==> src/rtl/adder_pkg.sv <==
// Shared helpers for the pipelined adder: chunk sizing and the width/stage split check.
package adder_pkg;

    function automatic int chunk_width(input int width, input int stages);
        return (stages > 0) ? width / stages : 0;
    endfunction

    function automatic bit split_ok(input int width, input int stages);
        return (stages > 0) && (width >= stages) && ((width % stages) == 0);
    endfunction

endpackage

==> src/rtl/chunk_adder.sv <==
// Combinational N-bit ripple adder built from full-adder cells; also exposes the
// carry into its MSB so the last stage can derive signed overflow.
module chunk_adder #(
    parameter int N = 8
) (
    input  logic [N-1:0] a,
    input  logic [N-1:0] b,
    input  logic         cin,
    output logic [N-1:0] sum,
    output logic         cout,
    output logic         c_msb
);

    always_comb begin
        logic carry;
        carry = cin;
        sum   = '0;
        c_msb = 1'b0;
        for (int i = 0; i < N; i++) begin
            if (i == N - 1) begin
                c_msb = carry;
            end
            sum[i] = a[i] ^ b[i] ^ carry;
            carry  = (a[i] & b[i]) | (carry & (a[i] ^ b[i]));
        end
        cout = carry;
    end

endmodule

==> src/rtl/pipelined_adder.sv <==
// Pipelined ripple-carry adder/subtractor: each stage ripples one chunk and registers
// its carry; operands are skewed forward and finished sum chunks de-skewed to the output.
module pipelined_adder
    import adder_pkg::*;
#(
    parameter int WIDTH  = 32,
    parameter int STAGES = 4
) (
    input  logic             clk,
    input  logic             rst_n,
    input  logic             in_valid,
    output logic             in_ready,
    input  logic [WIDTH-1:0] a,
    input  logic [WIDTH-1:0] b,
    input  logic             cin,
    input  logic             sub,
    output logic             out_valid,
    input  logic             out_ready,
    output logic [WIDTH-1:0] s,
    output logic             cout,
    output logic             ovf
);

    localparam int CHUNK = chunk_width(WIDTH, STAGES);

    generate
        if (!split_ok(WIDTH, STAGES)) begin : g_bad_split
            $error("pipelined_adder: WIDTH must be a non-zero multiple of STAGES");
        end
    endgenerate

    logic             en;

    logic             valid_q [STAGES];
    logic             valid_d [STAGES];
    logic             carry_q [STAGES];
    logic             carry_d [STAGES];
    logic [WIDTH-1:0] sum_q   [STAGES];
    logic [WIDTH-1:0] sum_d   [STAGES];
    logic [WIDTH-1:0] opa_q   [STAGES];
    logic [WIDTH-1:0] opa_d   [STAGES];
    logic [WIDTH-1:0] opb_q   [STAGES];
    logic [WIDTH-1:0] opb_d   [STAGES];
    logic             ovf_q;
    logic             ovf_d;

    // Inputs seen by each stage: the port operands for stage 0, the previous register otherwise.
    logic             src_v   [STAGES];
    logic             src_c   [STAGES];
    logic [WIDTH-1:0] src_a   [STAGES];
    logic [WIDTH-1:0] src_b   [STAGES];
    logic [WIDTH-1:0] src_sum [STAGES];

    logic [CHUNK-1:0] chunk_sum  [STAGES];
    logic             chunk_cout [STAGES];
    logic             chunk_cmsb [STAGES];

    assign en       = ~valid_q[STAGES-1] | out_ready;
    assign in_ready = en;

    always_comb begin
        src_v[0]   = in_valid;
        src_c[0]   = sub ? 1'b1 : cin;
        src_a[0]   = a;
        src_b[0]   = sub ? ~b : b;
        src_sum[0] = '0;
        for (int k = 1; k < STAGES; k++) begin
            src_v[k]   = valid_q[k-1];
            src_c[k]   = carry_q[k-1];
            src_a[k]   = opa_q[k-1];
            src_b[k]   = opb_q[k-1];
            src_sum[k] = sum_q[k-1];
        end
    end

    for (genvar g = 0; g < STAGES; g++) begin : g_stage
        chunk_adder #(
            .N (CHUNK)
        ) u_chunk (
            .a     (src_a[g][g*CHUNK +: CHUNK]),
            .b     (src_b[g][g*CHUNK +: CHUNK]),
            .cin   (src_c[g]),
            .sum   (chunk_sum[g]),
            .cout  (chunk_cout[g]),
            .c_msb (chunk_cmsb[g])
        );
    end

    // Bubbles advance like real data; only the global enable freezes the pipe.
    always_comb begin
        ovf_d = ovf_q;
        for (int k = 0; k < STAGES; k++) begin
            valid_d[k] = valid_q[k];
            carry_d[k] = carry_q[k];
            sum_d[k]   = sum_q[k];
            opa_d[k]   = opa_q[k];
            opb_d[k]   = opb_q[k];
        end
        if (en) begin
            for (int k = 0; k < STAGES; k++) begin
                valid_d[k]                  = src_v[k];
                carry_d[k]                  = chunk_cout[k];
                opa_d[k]                    = src_a[k];
                opb_d[k]                    = src_b[k];
                sum_d[k]                    = src_sum[k];
                sum_d[k][k*CHUNK +: CHUNK]  = chunk_sum[k];
            end
            ovf_d = chunk_cout[STAGES-1] ^ chunk_cmsb[STAGES-1];
        end
    end

    always_ff @(posedge clk or negedge rst_n) begin
        if (!rst_n) begin
            for (int k = 0; k < STAGES; k++) begin
                valid_q[k] <= 1'b0;
                carry_q[k] <= 1'b0;
                sum_q[k]   <= '0;
                opa_q[k]   <= '0;
                opb_q[k]   <= '0;
            end
            ovf_q <= 1'b0;
        end else begin
            for (int k = 0; k < STAGES; k++) begin
                valid_q[k] <= valid_d[k];
                carry_q[k] <= carry_d[k];
                sum_q[k]   <= sum_d[k];
                opa_q[k]   <= opa_d[k];
                opb_q[k]   <= opb_d[k];
            end
            ovf_q <= ovf_d;
        end
    end

    assign out_valid = valid_q[STAGES-1];
    assign s         = sum_q[STAGES-1];
    assign cout      = carry_q[STAGES-1];
    assign ovf       = ovf_q;

endmodule

==> config.mk <==
export PLATFORM = sky130hd
export DESIGN_NAME = pipelined_adder
export DESIGN_NICKNAME = d
export VERILOG_FILES = /design/src/rtl/adder_pkg.sv /design/src/rtl/chunk_adder.sv /design/src/rtl/pipelined_adder.sv
export SDC_FILE = /design/constraint.sdc
export NUM_CORES = 1
export LEC_CHECK = 0
export CAP_MARGIN = 5
export CORE_ASPECT_RATIO = 0.8
export CORE_UTILIZATION = 60
export DETAILED_ROUTE_END_ITERATION = 12
export PLACE_DENSITY = 0.85
export SLEW_MARGIN = 40
export SYNTH_ARGS = -nofsm -noshare
export SYNTH_HDL_FRONTEND = slang
export SYNTH_SLANG_ARGS = --single-unit
==> constraint.sdc <==
create_clock -name clk -period 10.12 [get_ports clk]
set_clock_uncertainty 0.1 [all_clocks]
set_input_delay 2.024 -clock clk [delete_from_list [all_inputs] [get_ports clk]]
set_output_delay 2.024 -clock clk [all_outputs]
set_load 0.01 [all_outputs]
# ---- Word level (Yosys, flattened, before mapping)
# Cells that the tools add are included.
dict set report word_totals {
  reg_bits 281
  output_inout_bits 36
}
dict set report classes {
  n_mux 2
  bitwise 164
}
# op count
set op_table {}
lappend op_table {{$xor 1x1->1} 65}
lappend op_table {{$and 1x1->1} 64}
lappend op_table {{$or 1x1->1} 33}
lappend op_table {{$mux 32} 1}
lappend op_table {{$not 32->32} 1}
lappend op_table {{$mux 1} 1}
lappend op_table {{$not 1->1} 1}

# ---- Depth between registers and ports, before layout
dict set report logic_depth {
  word_depth 19
  ltp_mapped 15
}

# ---- Cells and area by module
# From an unflattened synthesis, not the netlist that was laid out.
dict set report hier_totals {
  hier_cells 502
  hier_area_um2 8557.0
}
# mod instances cells_each area_per_inst_um2
set modules_own_cells {}
lappend modules_own_cells {pipelined_adder 1 430 7766.2}
lappend modules_own_cells {chunk_adder 4 18 197.7}

# ---- Worst setup path after synthesis
# OpenSTA, ideal clock, no wires.
dict set report synth_path {
  path_type {input port to flip-flop}
  from {in sub}
  to {reg sum_q, in the netlist src_sum[71]}
  arrival_ns 5.770
  required_time_ns 9.895
  slack_ns 4.125
  stages 15
  path_cell_list {buf_2 buf_2 nor2_1 fa_1 inv_1 fa_1 inv_1 fa_1 fa_1 fa_1 fa_1 fa_1 inv_1 fa_1 mux2_4}
}
# item line_no
set synth_lines {}
lappend synth_lines {{from (decl)} pipelined_adder.sv:16} ;# input logic sub,
lappend synth_lines {{to (signal, indexed assignment)} pipelined_adder.sv:126} ;# sum_q[k] <= sum_d[k];
lappend synth_lines {{to (decl)} pipelined_adder.sv:38} ;# logic [WIDTH-1:0] sum_q [STAGES];

# ---- Worst setup path in the final report
dict set report layout_path {
  from {in out_ready}
  to {out in_ready}
}
dict set report layout_between {
  elab_chain_len 1
}
# item line_no
set layout_lines {}
lappend layout_lines {{from (decl)} pipelined_adder.sv:18} ;# input logic out_ready,
lappend layout_lines {{$or 1x1->1} pipelined_adder.sv:58} ;# assign en = ~valid_q[STAGES-1] | out_ready;
lappend layout_lines {{to (decl)} pipelined_adder.sv:12} ;# output logic in_ready,
# No other way between the ends.

==> impl_metrics.tcl <==
set metrics [dict create \
    gp_congestion 0.779 \
    synth_cell_types 17 \
    synth_nets 611 \
    avgRoutedWirePerCell_microns 18.1 \
    crit_path_max_incr_delay_ns 0.90 \
    worstHoldPathCells 1 \
    cpLargestDelayFamily "buffers and inverters" \
    ir_drop_v 0.000231 \
    syn_area_per_cell_sq_um 16.7 \
    tightestPinTransition_ns 0.822 \
    finalHoldViolations 0 \
    critPathCaptureType "primary output" \
    power.internal_mw 2.29 \
    grt_use_met1 0.294 \
    finalSetupViolCount 0 \
    grt_pass1_wl_microns 24100 \
    cts.hold.buffers_added 0 \
    grt_start_max_net_pins 104 \
    numCtsBuffers 17 \
    viasPerCell 5.19 \
    rsz0062_at_grt "false" \
    finalPower_mw 3.22 \
    ys_seq_elements 185 \
    busiest_layer "met2" \
    wl_microns 14500 \
    worst_ep_required_time_ns 8.00 \
    crit_slowest_cell "clkdlybuf4s50_1" \
    regArea_sq_um 4630 \
    worstPathBufferInverterCount 3 \
    clk_latency_ns 0.42 \
    htree_num_levels 4 \
    grt_use_met3 0.0591 \
    crit_arrival_ns 4.49 \
    clockBufferDepth 2 \
    grt_pass1_vias 4708 \
    synth_area_sq_um 8500 \
    grt_overflow 0 \
    layout_common_cells "dfrtp_1 (185), mux2_4 (120), clkdlybuf4s50_1 (103), mux2_2 (47), fa_1 (32)" \
    maxCapViolCount 0 \
    area_delta_synth_final_pct 20.3 \
    first_iter_violations 195 \
    clkPwrFrac 0.218 \
    hold_path.class "flip-flop to flip-flop" \
    fmax_ghz 0.151 \
    postLayoutCellArea_sq_um 10200 \
    antenna_found_initial 0 \
    drive_above_1_share 0.329 \
    synthCells 509 \
    postCtsSetupBuffers 0 \
    crit_chain "clkdlybuf4s50_1 -> nand2b_4 -> buf_12 -> clkdlybuf4s50_1" \
    finalNetCount 713 \
    rr_worst_depth 12 \
    leakage_nw 4.72 \
    grt_use_met2 0.353 \
    dp_hpwl_microns 9380 \
    synthTopCellsByArea "dfrtp_1 (54%), mux2_4 (21%), fa_1 (7.5%)" \
    core_region_area_sq_um 13700 \
    cp.depth 4 \
    num_antenna_cells 0 \
    multi_input_area_sq_um 3490 \
    clkSinkCount 185 \
    final_antenna_net_count 0 \
    start_util 0.621 \
    path_class "input pin to primary output" \
    setup_slack_ns 3.50 \
    synth_top_area_share 0.544 \
    ys_seq_area_frac 0.544 \
    period_share 0.654 \
    path_clk_slew_ns 0.07 \
    layout_commonest_cell "dfrtp_1" \
    num_vias 4175 \
    p_sw_frac 0.289 \
    pwr-share-seq 0.405 \
    slew_headroom 0.452 \
    gr-usage-all-layers 0.220 \
    setup_tns_ns 0 \
    die_w_microns 135 \
    switching_power_uw 929 \
    comb_power_share 0.378 \
    cp_max_fo 42 \
    yosys_warnings 0 \
    ctsResizeCount 0 \
    yosys.area.top_type "dfrtp_1" \
    post-place-ws_ns 3.51 \
    drc 0 \
    power_density_nw_per_um2 315 \
    status "complete, no violations" \
    slew_viol_final 0 \
    cts_tree "yes" \
    rows 38 \
    die_area_sq_um 14700 \
    cp-start-kind "input pin" \
    dieHeight_microns 108 \
    io_pins 106 \
    cts_root_buffer "clkbuf_16" \
    numPortBuffers 105 \
    placed_cell_area_sq_um 9560 \
    period_needed_ns 6.62 \
    nFillCells 825 \
    crit_top_cell "clkdlybuf4s50_1" \
    dr.pass1.iters 4 \
]
## per-stage QoR
step	std cells	util	hold WS (ns)
2_1_floorplan	509	-	0.335
3_3_place_gp	770	0.696	0.351
3_5_place_dp	771	0.698	0.363
4_1_cts	803	0.745	0.380
5_1_grt	804	0.747	0.393
6_report	804	0.747	0.380
## sequential cells by signal, summed over array words and instances, names as in the netlist
register	cells
src_v	3
s	32
opb_q	48
out_valid	1
carry_q	3
src_sum	48
ovf	1
opa_q	48
cout	1
## layout make-up
cell class                      count  area share
Timing Repair Buffer              110       0.111
Inverter                           30      0.0110
Clock inverter                      6      0.0105
Sequential cell                   185       0.453
Multi-Input combinational cell    267       0.341
Tap cell                          180      0.0220
Clock buffer                       26      0.0517
## routing by layer
| layer | vias up | share of wire |
|---|---|---|
| met5 | - | 0 |
| met4 | 0 | 0.010 |
| met3 | 14 | 0.042 |
| met2 | 76 | 0.49 |
| met1 | 2178 | 0.46 |
| li1 | 1907 | - |
## kinds of logic (layout without fill, tap and decap cells)
group	Yosys count	after routing	share of synthesized area
multiplexers	169	169	0.276
AND/OR/NAND/NOR	18	18	0.0152
buffers and inverters	57	172	0.0458
flip-flops	185	185	0.544
AO/OA/AOI/OAI	15	15	0.00883
adder cells (fa/ha/maj)	32	32	0.0753
XOR/XNOR	33	33	0.0340
## power groups by stage
stage	registers (mW)	logic [mW]	clock network, mW
after CTS	1.30	1.24	0.714
after detailed placement	1.31	1.22	0
after global placement	1.28	1.16	0
after floorplan	1.27	0.879	0
after global routing	1.34	1.34	0.745
final	1.30	1.22	0.700
## cell usage after synthesis (all sizes together)
library cell and instances:
clkbuf 2, fa 32, a21oi 15, nand2b 2, nor3b 15, mux2 167, inv 30, mux2i 2
dfrtp 185, xor2 24, xnor2 9, nor2 1, buf 25
## final timing paths
check	from	to	slack (ns)
max	out_ready	in_ready	3.50
max reg2reg	carry_q[2]$_DFFE_PN0P_	src_sum[23]$_DFFE_PN0P_	5.81
min in group asynchronous	rst_n	opa_q[118]$_DFFE_PN0P_	1.36
min	src_v[0]$_DFFE_PN0P_	out_valid$_DFFE_PN0P_	0.38
min reg2reg	src_v[0]$_DFFE_PN0P_	out_valid$_DFFE_PN0P_	0.38
max in group asynchronous	rst_n	opb_q[94]$_DFFE_PN0P_	7.55
## worst reg2reg max path, cell delays in order, from the launching register on
cell and delay (ns):
dfrtp_1 0.43, fa_1 0.44, inv_1 0.09, fa_1 0.17, inv_1 0.06, fa_1 0.46, fa_1 0.46, fa_1 0.46
fa_1 0.47, fa_1 0.44, inv_1 0.09, fa_1 0.40, a21oi_1 0.15
(Power assumes the default switching activity.)
